===== src/rtl/booth_pkg.sv =====
// Shared types and elaboration-time helpers for the radix-4 Booth multiplier.
// Tree-shape functions let the top size its CSA levels from the operand width.
package booth_pkg;

  typedef enum logic [2:0] {ZERO, POS1, POS2, NEG1, NEG2} booth_digit_t;

  function automatic int npp(input int width);
    return width / 2 + 1;
  endfunction

  // Window is {b[2i+1], b[2i], b[2i-1]}.
  function automatic booth_digit_t booth_recode(input logic [2:0] win);
    booth_digit_t d;
    case (win)
      3'b001, 3'b010: d = POS1;
      3'b011:         d = POS2;
      3'b100:         d = NEG2;
      3'b101, 3'b110: d = NEG1;
      default:        d = ZERO;
    endcase
    return d;
  endfunction

  function automatic int csa_rows(input int n);
    return 2 * (n / 3) + n % 3;
  endfunction

  function automatic int rows_at(input int n0, input int lvl);
    int n;
    n = n0;
    for (int i = 0; i < lvl; i++) n = csa_rows(n);
    return n;
  endfunction

  function automatic int row_base(input int n0, input int lvl);
    int s;
    s = 0;
    for (int i = 0; i < lvl; i++) s += rows_at(n0, i);
    return s;
  endfunction

  function automatic int tree_depth(input int n0);
    int n;
    int d;
    n = n0;
    d = 0;
    while (n > 2) begin
      n = csa_rows(n);
      d++;
    end
    return d;
  endfunction

  // Each row carries an inverted sign bit at weight 2^(E+2i); this constant
  // removes the 2^(E+2i) those inversions add, so rows need no sign extension.
  function automatic logic [127:0] se_const(input int width);
    logic [127:0] acc;
    acc = '0;
    for (int i = 0; i < npp(width); i++) acc = acc + (128'd1 << (width + 2 + 2 * i));
    return ~acc + 128'd1;
  endfunction

endpackage


===== src/rtl/booth_pp_row.sv =====
// One Booth partial-product row: digit x extended multiplicand, in one's-complement
// form with the sign bit inverted; the +1 of negation is returned as o_neg.
module booth_pp_row
  import booth_pkg::*;
#(
  parameter int WIDTH = 8
) (
  input  logic [WIDTH+1:0] i_a_ext,
  input  booth_digit_t     i_digit,
  output logic [WIDTH+2:0] o_row,
  output logic             o_neg
);

  localparam int E = WIDTH + 2;

  logic [E:0] w_mag;
  logic [E:0] w_pp;

  always_comb begin
    case (i_digit)
      POS1, NEG1: w_mag = {i_a_ext[E-1], i_a_ext};
      POS2, NEG2: w_mag = {i_a_ext, 1'b0};
      default:    w_mag = '0;
    endcase
  end

  assign o_neg = (i_digit == NEG1) || (i_digit == NEG2);
  assign w_pp  = o_neg ? ~w_mag : w_mag;
  assign o_row = {~w_pp[E], w_pp[E-1:0]};

endmodule


===== src/rtl/booth_mult_pipe.sv =====
// Three-stage radix-4 Booth / Wallace-tree multiplier, signed or unsigned per op,
// with a global-stall valid/ready pipeline and a tag sideband.
module booth_mult_pipe
  import booth_pkg::*;
#(
  parameter int WIDTH = 8,
  parameter int TAG_W = 4
) (
  input  logic               clk,
  input  logic               reset,
  input  logic               in_valid,
  output logic               in_ready,
  input  logic [WIDTH-1:0]   in_a,
  input  logic [WIDTH-1:0]   in_b,
  input  logic               in_signed,
  input  logic [TAG_W-1:0]   in_tag,
  output logic               out_valid,
  input  logic               out_ready,
  output logic [2*WIDTH-1:0] out_prod,
  output logic [TAG_W-1:0]   out_tag
);

  localparam int E     = WIDTH + 2;
  localparam int P     = 2 * WIDTH;
  localparam int NPP   = npp(WIDTH);
  localparam int N0    = NPP + 2;
  localparam int DEPTH = tree_depth(N0);
  localparam int NALL  = row_base(N0, DEPTH + 1);
  localparam int FIN   = row_base(N0, DEPTH);
  localparam logic [P-1:0] SE_CONST = P'(se_const(WIDTH));

  logic             r_rdy;
  logic             r_v1, r_v2;
  logic [E-1:0]     r_a, r_b;
  logic [TAG_W-1:0] r_tag1, r_tag2;
  logic [P-1:0]     r_sum, r_carry;

  logic             w_adv, w_accept;
  booth_digit_t     w_digit [NPP];
  logic [E:0]       w_row   [NPP];
  logic [NPP-1:0]   w_neg;
  logic [P-1:0]     w_neg_row;
  logic [P-1:0]     w_all   [NALL];

  assign w_adv    = !out_valid || out_ready;
  assign in_ready = w_adv && r_rdy;
  assign w_accept = in_valid && in_ready;

  genvar gi, gj;
  generate
    for (gi = 0; gi < NPP; gi++) begin : g_pp
      logic [2:0] w_win;
      if (gi == 0) begin : g_lsb
        assign w_win = {r_b[1:0], 1'b0};
      end else begin : g_mid
        assign w_win = r_b[2*gi+1 -: 3];
      end
      assign w_digit[gi] = booth_recode(w_win);
      booth_pp_row #(.WIDTH(WIDTH)) u_row (
        .i_a_ext (r_a),
        .i_digit (w_digit[gi]),
        .o_row   (w_row[gi]),
        .o_neg   (w_neg[gi])
      );
      assign w_all[gi] = P'(w_row[gi]) << (2 * gi);
    end

    for (gi = 0; gi < P; gi++) begin : g_negbit
      if ((gi % 2 == 0) && (gi / 2 < NPP)) begin : g_on
        assign w_neg_row[gi] = w_neg[gi/2];
      end else begin : g_off
        assign w_neg_row[gi] = 1'b0;
      end
    end
    assign w_all[NPP]     = w_neg_row;
    assign w_all[NPP + 1] = SE_CONST;

    // Level gi reads its rows from the flat array and writes level gi+1 after them.
    for (gi = 0; gi < DEPTH; gi++) begin : g_lvl
      localparam int IN  = row_base(N0, gi);
      localparam int OUT = row_base(N0, gi + 1);
      localparam int M   = rows_at(N0, gi);
      for (gj = 0; gj < M / 3; gj++) begin : g_csa
        assign w_all[OUT+2*gj]   = w_all[IN+3*gj] ^ w_all[IN+3*gj+1] ^ w_all[IN+3*gj+2];
        assign w_all[OUT+2*gj+1] = ((w_all[IN+3*gj] & w_all[IN+3*gj+1]) |
                                    (w_all[IN+3*gj] & w_all[IN+3*gj+2]) |
                                    (w_all[IN+3*gj+1] & w_all[IN+3*gj+2])) << 1;
      end
      for (gj = 0; gj < M % 3; gj++) begin : g_pass
        assign w_all[OUT+2*(M/3)+gj] = w_all[IN+3*(M/3)+gj];
      end
    end
  endgenerate

  always_ff @(posedge clk or posedge reset) begin
    if (reset) begin
      r_rdy     <= 1'b0;
      r_v1      <= 1'b0;
      r_v2      <= 1'b0;
      r_a       <= '0;
      r_b       <= '0;
      r_tag1    <= '0;
      r_tag2    <= '0;
      r_sum     <= '0;
      r_carry   <= '0;
      out_valid <= 1'b0;
      out_prod  <= '0;
      out_tag   <= '0;
    end else begin
      r_rdy <= 1'b1;
      if (w_adv) begin
        r_v1      <= w_accept;
        r_v2      <= r_v1;
        out_valid <= r_v2;
        if (w_accept) begin
          r_a    <= {{2{in_signed & in_a[WIDTH-1]}}, in_a};
          r_b    <= {{2{in_signed & in_b[WIDTH-1]}}, in_b};
          r_tag1 <= in_tag;
        end
        if (r_v1) begin
          r_sum   <= w_all[FIN];
          r_carry <= w_all[FIN+1];
          r_tag2  <= r_tag1;
        end
        if (r_v2) begin
          out_prod <= r_sum + r_carry;
          out_tag  <= r_tag2;
        end
      end
    end
  end

endmodule


===== config.mk =====
export PLATFORM = sky130hd
export DESIGN_NAME = booth_mult_pipe
export DESIGN_NICKNAME = d
export VERILOG_FILES = /design/src/rtl/booth_pkg.sv /design/src/rtl/booth_pp_row.sv /design/src/rtl/booth_mult_pipe.sv
export SDC_FILE = /design/constraint.sdc
export NUM_CORES = 1
export LEC_CHECK = 0
export BUFFER_PORTS_ARGS = -buffer_cell sky130_fd_sc_hd__buf_2
export CORE_UTILIZATION = 55
export CTS_CLUSTER_DIAMETER = 100
export DETAILED_ROUTE_END_ITERATION = 12
export PLACE_DENSITY = 0.74
export SYNTH_ARGS = -nofsm -noshare
export SYNTH_HDL_FRONTEND = slang
export SYNTH_HIERARCHICAL = 1
export SYNTH_SLANG_ARGS = --single-unit

===== constraint.sdc =====
create_clock -name clk -period 5.81 [get_ports clk]
set_input_delay 0.2905 -clock clk [delete_from_list [all_inputs] [get_ports clk]]
set_output_delay 0.2905 -clock clk [all_outputs]
set_load 0.02 [all_outputs]

Yosys cells after proc, flatten, opt, wreduce, memory -nomap -nowiden. Cells that the tools add are included.

Add/subtract/negate cells: 1. Mux-type cells: 15. Eq/ne operators: 47. Reduce and logical (&&, ||, !) cells: 30. Bitwise logic cells: 43.

Operators with widths (count): 15-bit AND (8); 15-bit bitwise OR (7); 16-bit XOR (5); 11-bit case mux with 2 select lines (3); 3-bit by 2-bit == test with 1-bit output, second input constant (18); 3-bit == test, second input constant (17); 3-bit case mux with 4 select lines (4); 2-bit OR reduction (18); 11-bit two-way mux (3); 11-bit NOT (3); 15-bit by 9-bit AND with 15-bit output (2); 15-bit by 14-bit bitwise OR with 15-bit output (2); 3-bit by 1-bit == test with 1-bit output, second input constant (9); 10-bit case mux with 2 select lines (1); 16-bit adder (1); 8-bit case mux with 2 select lines (1); 15-bit by 16-bit XOR with 16-bit output (1); 16-bit by 9-bit XOR with 16-bit output (1); 11-bit by 15-bit AND with 15-bit output (1); 13-bit by 15-bit AND with 15-bit output (1); 13-bit by 15-bit bitwise OR with 15-bit output (1); 13-bit by 15-bit XOR with 15-bit output (1); 11-bit by 13-bit AND with 13-bit output (1); 11-bit by 13-bit XOR with 13-bit output (1); other kinds (14) (26).

Word-level logic and storage cells: 148. Flip-flop bits (word level): 81.

Longest topological paths before layout. Gate-level depths: netlist (run 1).

Depth in word-level cells: 21. Gate-level depth with buffers: 17. Gate-level depth less buffers: 16.

By module. Netlist (run 1), hierarchy kept.

By module, submodules not included: booth_mult_pipe (seq. area each 1951.9 um^2, times used 1, cells an instance 412, area an instance 4727.0 um^2); booth_pp_row (seq. area each 0.0 um^2, times used 5, cells an instance 43, area an instance 321.6 um^2).

Least setup slack after synthesis (run 1). OpenSTA, ideal clock, no wires.

Path kind: reg-to-reg. Start point: register r_b[5]. End point: register r_sum[7]. Slack: 1.988 ns. Data required time: 5.685 ns. Cell stages (with the launch flop): 15. Clock period less this slack: 3.822 ns. Data arrival time: 3.697 ns. Buffers on the path: 2. Library setup time: 0.125 ns. Path through: dfrtp_1 > clkbuf_1 > nor3b_1 > nand2_1 > buf_2 > o21ai_1 > inv_1 > fa_1 > inv_1 > fa_1 > inv_1 > fa_1 > inv_1 > ha_1 > mux2_2.

RTL lines: start, declared (RTL line booth_mult_pipe.sv:34) `logic [E-1:0] r_a, r_b;`; start signal, assigned (RTL line booth_mult_pipe.sv:117) `r_b <= {{2{in_signed & in_b[WIDTH-1]}}, in_b};`; end signal, assigned (RTL line booth_mult_pipe.sv:121) `r_sum <= w_all[FIN];`; end, declared (RTL line booth_mult_pipe.sv:36) `logic [P-1:0] r_sum, r_carry;`.

==> impl_metrics.py, run 1 <==
metrics = {
    "sta": {
        "timing.setup.tns_ns": 0,
        "fmax_ghz": 0.2310,
        "slew_viol_final": 0,
        "finalSetupViolCount": 0,
        "worst_pin_slew_ns": 1.061,
        "fin_skew_ns": 0.009225,
        "period_share_pct": 74.50,
        "hold_viol_final": 0,
        "worst_slack_ns": 1.481,
        "rsz0062_at_grt": "no",
        "layout_min_cycle_time_ns": 4.329,
        "max-slew-margin-rel_pct": 29.29,
    },
    "layout": {
        "utilization_pct": 61.19,
        "multi_input_area_um2": 3775,
        "drive_gt1_share_pct": 21.73,
        "fill_cells": 937,
        "area_growth_pct": 7.282,
        "final_nets": 744,
        "n_antenna_cell": 0,
        "regArea_um2": 1952,
    },
    "clock_tree": {
        "cts-root-buf": "clkbuf_16",
        "h-tree-depth": 3,
        "clockBufferDepth": 2,
        "cts_buffers": 9,
        "clkTransAtPathRegs_ns": 0.06,
        "cts.repair.resized": 0,
        "ctsHoldBuffers": 0,
        "tritoncts": "yes",
        "cts_setup_buffers": 0,
        "clock-sinks": 78,
        "clock_latency_ns": 0.35,
    },
    "job": {
        "maxCapViolCount": 0,
    },
    "setup_path": {
        "crit_path_start_kind": "flip-flop",
        "cp_max_fo": 21,
        "required_ns": 6.04,
        "arrival_ns": 4.56,
        "end_kind": "flip-flop",
        "crit_type": "reg -> reg",
    },
    "drt": {
        "via_count": 4486,
        "drt-total-wl_mm": 12.00,
        "wl_per_cell_um": 15.20,
        "viasPerCell": 5.686,
        "drc_errors": 0,
        "drtIter0Drc": 251,
        "first_pass_iters": 4,
        "antenna_left": 0,
    },
    "power": {
        "power.leakage_nw": 3.215,
        "total_power_mw": 4.366,
        "p_per_area_nw_per_um2": 652.4,
        "ir_drop_mv": 0.3046,
    },
    "global_routing": {
        "antenna_found_initial": 0,
        "grt_max_degree": 79,
        "grt_pass1_wl_mm": 20.24,
        "grt_usage_pct": 22.14,
        "grt_pass1_vias": 4430,
        "grt-ovfl-total": 0,
    },
    "floorplan": {
        "pin_count": 47,
        "initial_core_util_pct": 57.04,
        "rows": 38,
        "die_height_um": 108.5,
        "coreArea_um2": 10940,
        "die_w_um": 108.5,
        "die-area_um2": 11770,
    },
    "yosys": {
        "ys_warn_count": 6,
        "postSynthAreaPerCell_um2": 10.13,
        "syn_area_um2": 6237,
        "syn_inst": 616,
    },
    "worst_hold_path": {
        "hp-class": "in -> reg",
    },
    "placed_design": {
        "portBuffers": 46,
        "hpwlAfterDp_mm": 8.889,
        "gp_congestion": 0.9247,
        "dp_slack_ns": 1.491,
    },
    "outcome": {
        "status": "finished, final reports clean",
    },
}
==> worst paths after layout <==
path	from	to	slack [ns]	depth (start not counted)
max	r_b[1]	r_sum[9]	1.48	14
max in group asynchronous	reset	r_carry[3]	4.94	3
min reg2reg	out_prod[11]	out_prod[11]	0.48	2
min in group asynchronous	reset	r_b[0]	0.26	3
min	in_b[0]	r_b[0]	0.17	2
max reg2reg	r_b[1]	r_sum[9]	1.48	14
==> placed cells by master (no fill, tap or decap), types with 3 or more instances in the layout <==
cell type	instances
a21oi_1	10
a21oi_2	4
a22oi_1	4
a22oi_2	3
a32oi_1	39
and2_1	4
and2b_4	4
buf_2	46
clkbuf_16	9
clkbuf_8	3
conb_1	4
dfrtp_1	78
fa_1	24
ha_1	51
inv_1	65
mux2_2	54
nand2_1	56
nand3_1	4
nor2_1	8
nor2_2	5
nor2b_1	5
nor3_1	3
o21a_1	3
o21ai_0	22
o21ai_1	41
o22a_1	3
o22ai_1	4
xnor2_1	10
xor2_1	55
==> stage by stage <==
stage,std cells,hold slack [ns],cell area [µm²]
global route,789,0.1739,6691
global placement,773,0.4617,6395
detailed placement,773,0.4700,6395
CTS,789,0.1597,6691
floorplan,618,0.4265,6245
finish,789,0.1701,6691
==> per-layer routing <==
layer	vias up	global-route usage (%)	routed length, µm	share of wire [%]
li1	2185	-	-	-
met1	2196	28.06	5276	44
met3	18	3.496	421	3.5
met4	0	9.459	245	2.0
met5	-	0	0	0
met2	87	37.39	6053	50
==> registers in the layout, indices dropped and copies added (netlist names) <==
| name | flops |
|---|---|
| r_v1 | 1 |
| r_a | 9 |
| r_carry | 12 |
| r_sum | 16 |
| r_v2 | 1 |
| out_tag | 4 |
| r_tag1 | 4 |
| out_prod | 16 |
| r_b | 9 |
| r_rdy | 1 |
| out_valid | 1 |
| r_tag2 | 4 |
==> critical path: stages (launching register included) <==
cell and delay [ns]:
dfrtp_1 0.42, inv_1 0.12, ha_1 0.15, nor2_1 0.05, a21oi_2 0.78, nor2_1 0.08
nand2_1 0.35, o21ai_1 0.10, inv_1 0.10, fa_1 0.45, fa_1 0.55, inv_1 0.05
fa_1 0.47, ha_1 0.30, mux2_2 0.26
==> area by class of cell <==
type / count / area share [%]
clock buffer: 12 / 3.983
clock inverter: 4 / 0.4488
timing repair buffer: 48 / 3.665
multi-input combinational: 441 / 56.41
tap: 140 / 2.618
sequential: 78 / 29.17
inverter: 66 / 3.702
==> power breakdown <==
group / switching (mW) / internal [mW] / total (mW)
Combinational: 1.59 / 1.27 / 2.85
Clock: 0.233 / 0.325 / 0.558
Sequential: 0.201 / 0.752 / 0.953
Total: 2.02 / 2.35 / 4.37
Note: power is estimated with default switching activity, not from simulation.
==> run 2, diff against run 1 <==
Clock period 5.81 ns to 4.31 ns, I/O delays scaled along.
==> run 2 against run 1 <==
Compared with the run above: wire length increased by 4.4%; flip-flop and latch count did not move; clock-buffer cell count down 1; largest cell class unchanged.
==> impl_metrics.py, run 2 (synthesis results as in run 1) <==
metrics = {
    "outcome": {
        "status": "finished, final reports clean",
    },
    "power": {
        "power.leakage_nw": 3.313,
        "p_switching_mw": 2.788,
        "p_seq_share_pct": 20.1,
        "ir_drop_mv": 0.4909,
        "internal_power_mw": 3.381,
        "p_per_area_nw_per_um2": 899.0,
        "p_comb_share_pct": 65.7,
        "netSwitchingFraction_pct": 45.20,
        "clkPwrFrac_pct": 14.2,
    },
    "clock_tree": {
        "cts_setup_buffers": 0,
        "cts-root-buf": "clkbuf_16",
        "cts.repair.resized": 0,
        "clock_latency_ns": 0.34,
        "cts_buffers": 9,
        "tritoncts": "yes",
        "clock-sinks": 78,
        "h-tree-depth": 3,
        "clkTransAtPathRegs_ns": 0.06,
        "clockBufferDepth": 2,
        "ctsHoldBuffers": 0,
    },
    "drt": {
        "drc_errors": 0,
        "first_pass_iters": 4,
        "drtIter0Drc": 206,
        "viasPerCell": 5.636,
        "drt-total-wl_mm": 12.53,
        "via_count": 4543,
        "wl_per_cell_um": 15.54,
        "antenna_left": 0,
    },
    "setup_path": {
        "worstRegToRegCells": 16,
        "arrival_ns": 4.21,
        "crit_type": "reg -> reg",
        "required_ns": 4.54,
        "crit_path_start_kind": "flip-flop",
        "end_kind": "flip-flop",
        "cp_max_fo": 11,
    },
    "job": {
        "maxCapViolCount": 0,
    },
    "sta": {
        "layout_min_cycle_time_ns": 3.985,
        "period_share_pct": 92.45,
        "finalSetupViolCount": 0,
        "max-slew-margin-rel_pct": 32.54,
        "fmax_ghz": 0.2510,
        "worst_slack_ns": 0.3252,
        "rsz0062_at_grt": "no",
        "fin_skew_ns": 0.005416,
        "holdWs_ns": 0.07076,
        "worst_pin_slew_ns": 1.009,
        "timing.setup.tns_ns": 0,
        "slew_viol_final": 0,
        "hold_viol_final": 0,
    },
    "layout": {
        "n_antenna_cell": 0,
        "area_growth_pct": 10.01,
        "utilization_pct": 62.75,
        "fill_cells": 926,
        "final_cell_mix": "dfrtp_1, inv_1, nand2_1",
        "drive_gt1_share_pct": 23.42,
        "final_common_cell": "dfrtp_1",
        "final_nets": 761,
        "reg_top3": "out_prod (16), r_sum (16), r_carry (12)",
    },
    "global_routing": {
        "antenna_found_initial": 0,
        "grt-ovfl-total": 0,
        "grt_usage_pct": 22.92,
        "grt_pass1_vias": 4503,
        "grt_pass1_wl_mm": 20.84,
        "grt_max_degree": 44,
    },
    "floorplan": {
        "rows": 38,
        "coreArea_um2": 10940,
        "pin_count": 47,
        "initial_core_util_pct": 57.04,
        "die-area_um2": 11770,
        "die_height_um": 108.5,
        "die_w_um": 108.5,
    },
    "placed_design": {
        "hpwlAfterDp_mm": 9.504,
        "gp_congestion": 0.9276,
        "portBuffers": 46,
        "dp_slack_ns": 0.2888,
    },
    "worst_hold_path": {
        "hp-class": "in -> async",
    },
}
==> run 2: worst paths after layout <==
| path | start | endpoint | slack, ns |
|---|---|---|---|
| max in group asynchronous | reset | r_sum[15] | 3.25 |
| hold reg to reg | out_prod[5] | out_prod[5] | 0.47 |
| setup reg to reg | r_b[1] | r_sum[7] | 0.33 |
| hold / removal | reset | r_a[4] | 0.07 |
| min in group clk | in_tag[1] | r_tag1[1] | 0.10 |
| setup / recovery | r_b[1] | r_sum[7] | 0.33 |
==> run 2: final cells by class <==
type                    count  area (µm²)  area share, %
inverters                  66       247.7          3.611
repair buffers             65       372.9          5.434
flip-flops and latches     78        1952          28.45
clock inverters             5       106.4          1.550
clock buffers              11       232.7          3.392
multi-input cells         441        3775          55.01
well taps                 140       175.2          2.553
==> run 2: critical path: stages (launching register included) <==
cell	delay [ns]
dfrtp_1	0.42
inv_1	0.12
ha_1	0.15
nor2_1	0.05
a21oi_2	0.45
xor2_1	0.21
a32oi_1	0.07
o21ai_1	0.11
inv_1	0.07
fa_1	0.50
inv_1	0.05
fa_1	0.49
inv_1	0.06
fa_1	0.54
inv_1	0.04
ha_1	0.29
mux2_2	0.26
==> run 2: stage by stage <==
step	instance area (µm²)	std cells	total power [mW]
after floorplan	6245	618	4.389
after global placement	6523	790	5.119
after detailed placement	6523	790	5.340
after CTS	6862	806	6.292
after global routing	6862	806	6.913
final	6862	806	6.169
==> run 2: per-layer routing <==
metal	part of all wire [%]	global-route usage (%)
met1	46	29.70
met2	49	38.20
met3	2.9	3.677
met4	1.7	9.170
met5	0	0
==> run 2: power groups by stage <==
stage	sequential (mW)	combinational, mW	clock [mW]
2_1_floorplan	1.32	3.07	0
3_3_place_gp	1.24	3.88	0
3_5_place_dp	1.25	4.09	0
4_1_cts	1.24	4.16	0.894
5_1_grt	1.28	4.71	0.920
6_report	1.24	4.05	0.876
==> run 3, diff against run 2 <==
Settings changed: CTS_BUF_LIST from default to sky130_fd_sc_hd__clkbuf_16.
==> run 3 against run 2 <==
Compared with the run above: clock power is 0.6% lower; wire length is 0.26% lower; setup slack worse by 0.0050 ns; non-clock buffer count stayed put; first-iteration DRC count is 0.97% higher; register-to-register slack hardly changed; critical path depth is 2 lower; sequential share of layout area stayed put; flip-flop and latch count stayed put; total power is 0.11% lower; combinational power hardly changed; clock skew is 0.00069 ns higher; largest cell class unchanged; highest routed layer unchanged.
==> impl_metrics.py, run 3 (synthesis results as in run 1) <==
metrics = {
    "power": {
        "ir_drop_mv": 0.4920,
        "power.leakage_nw": 3.321,
        "p_per_area_nw_per_um2": 898.1,
    },
    "sta": {
        "timing.setup.tns_ns": 0,
        "finalSetupViolCount": 0,
        "max-slew-margin-rel_pct": 32.44,
        "worst_pin_slew_ns": 1.011,
        "slew_viol_final": 0,
        "layout_min_cycle_time_ns": 3.990,
        "hold_viol_final": 0,
        "rsz0062_at_grt": "no",
        "worst_slack_ns": 0.3202,
        "fin_skew_ns": 0.006103,
        "fmax_ghz": 0.2506,
        "period_share_pct": 92.57,
    },
    "drt": {
        "first_pass_iters": 4,
        "drtIter0Drc": 208,
        "antenna_left": 0,
        "drt-total-wl_mm": 12.49,
        "drc_errors": 0,
        "viasPerCell": 5.654,
        "wl_per_cell_um": 15.50,
        "via_count": 4557,
    },
    "setup_path": {
        "crit_type": "reg -> reg",
        "required_ns": 4.54,
        "cp_max_fo": 10,
        "end_kind": "flip-flop",
        "arrival_ns": 4.22,
        "crit_path_start_kind": "flip-flop",
    },
    "layout": {
        "reg_top3": "out_prod (16), r_sum (16), r_carry (12)",
        "final_nets": 761,
        "final_common_cell": "dfrtp_1",
        "area_growth_pct": 10.01,
        "final_cell_mix": "dfrtp_1, inv_1, nand2_1",
        "drive_gt1_share_pct": 23.42,
        "n_antenna_cell": 0,
    },
    "job": {
        "maxCapViolCount": 0,
    },
    "placed_design": {
        "dp_slack_ns": 0.2888,
        "portBuffers": 46,
        "hpwlAfterDp_mm": 9.504,
        "gp_congestion": 0.9276,
    },
    "clock_tree": {
        "cts.repair.resized": 0,
        "cts-root-buf": "clkbuf_16",
        "cts_buffers": 9,
        "clkTransAtPathRegs_ns": 0.06,
        "cts_setup_buffers": 0,
        "clockBufferDepth": 2,
        "clock-sinks": 78,
        "tritoncts": "yes",
        "ctsHoldBuffers": 0,
        "clock_latency_ns": 0.34,
        "h-tree-depth": 3,
    },
    "floorplan": {
        "die_height_um": 108.5,
        "die_w_um": 108.5,
        "pin_count": 47,
        "rows": 38,
        "initial_core_util_pct": 57.04,
        "die-area_um2": 11770,
        "coreArea_um2": 10940,
    },
    "global_routing": {
        "grt_pass1_vias": 4503,
        "grt-ovfl-total": 0,
        "grt_usage_pct": 22.92,
        "antenna_found_initial": 0,
        "grt_pass1_wl_mm": 20.84,
        "grt_max_degree": 44,
    },
    "outcome": {
        "status": "finished, final reports clean",
    },
    "worst_hold_path": {
        "hp-class": "in -> async",
    },
}
run 3: changes by cell type in the layout (fill, tap and decap cells not counted), sizes merged:
cell    before  now
clkbuf      11    9
inv         67   69
run 3: per-layer routing:
layer  vias up  part of all wire, %  track usage, %
li1       2228                    -               -
met1      2231                   46           29.70
met2        82                   49           38.20
met3        16                  2.8           3.677
met4         0                  2.0           9.170
met5         -                    0               0
run 3: through the flow:
stage               instances  hold slack (ns)  utilization (%)  instance area [µm²]  total power [mW]
floorplan                 618           0.3515                -                 6245             4.389
global placement          790           0.4447            59.65                 6523             5.119
detailed placement        790           0.4512            59.65                 6523             5.340
CTS                       806          0.08639            62.75                 6862             6.288
global route              806          0.09505            62.75                 6862             6.909
finish                    806          0.07011            62.75                 6862             6.162
run 3: layout make-up:
cell class,instances,area (µm²)
clock buffers,9,225.2
clock inverters,7,113.9
repair buffers,65,372.9
fillers,926,4074
flip-flops and latches,78,1952
multi-input cells,441,3775
well taps,140,175.2
inverters,66,247.7
run 3: critical path, stage by stage, from the launching register on:
cell     delay, ns
dfrtp_1       0.52
xor2_1        0.42
nor2b_1       0.21
buf_4         0.18
a32oi_1       0.08
o21ai_1       0.12
inv_1         0.08
fa_1          0.53
inv_1         0.05
fa_1          0.49
inv_1         0.06
fa_1          0.54
inv_1         0.04
ha_1          0.29
mux2_2        0.26
run 3: where the power goes:
group,total [mW],internal [mW],leakage (nW),switching [mW]
Combinational,4.05,1.80,2.19,2.25
Clock,0.871,0.563,0.169,0.307
Sequential,1.24,1.01,0.958,0.227
run 3: final timing paths:
check                            startpoint          end  slack [ns]  depth (start not counted)
min in group clk                  in_tag[1]    r_tag1[1]        0.10                          2
max in group asynchronous             reset    r_sum[15]        3.25                          3
worst max register to register       r_b[3]     r_sum[7]        0.32                         14
worst min register to register  out_prod[5]  out_prod[5]        0.47                          2
worst max-delay path                 r_b[3]     r_sum[7]        0.32                         14
worst min-delay path                  reset       r_a[4]        0.07                          2
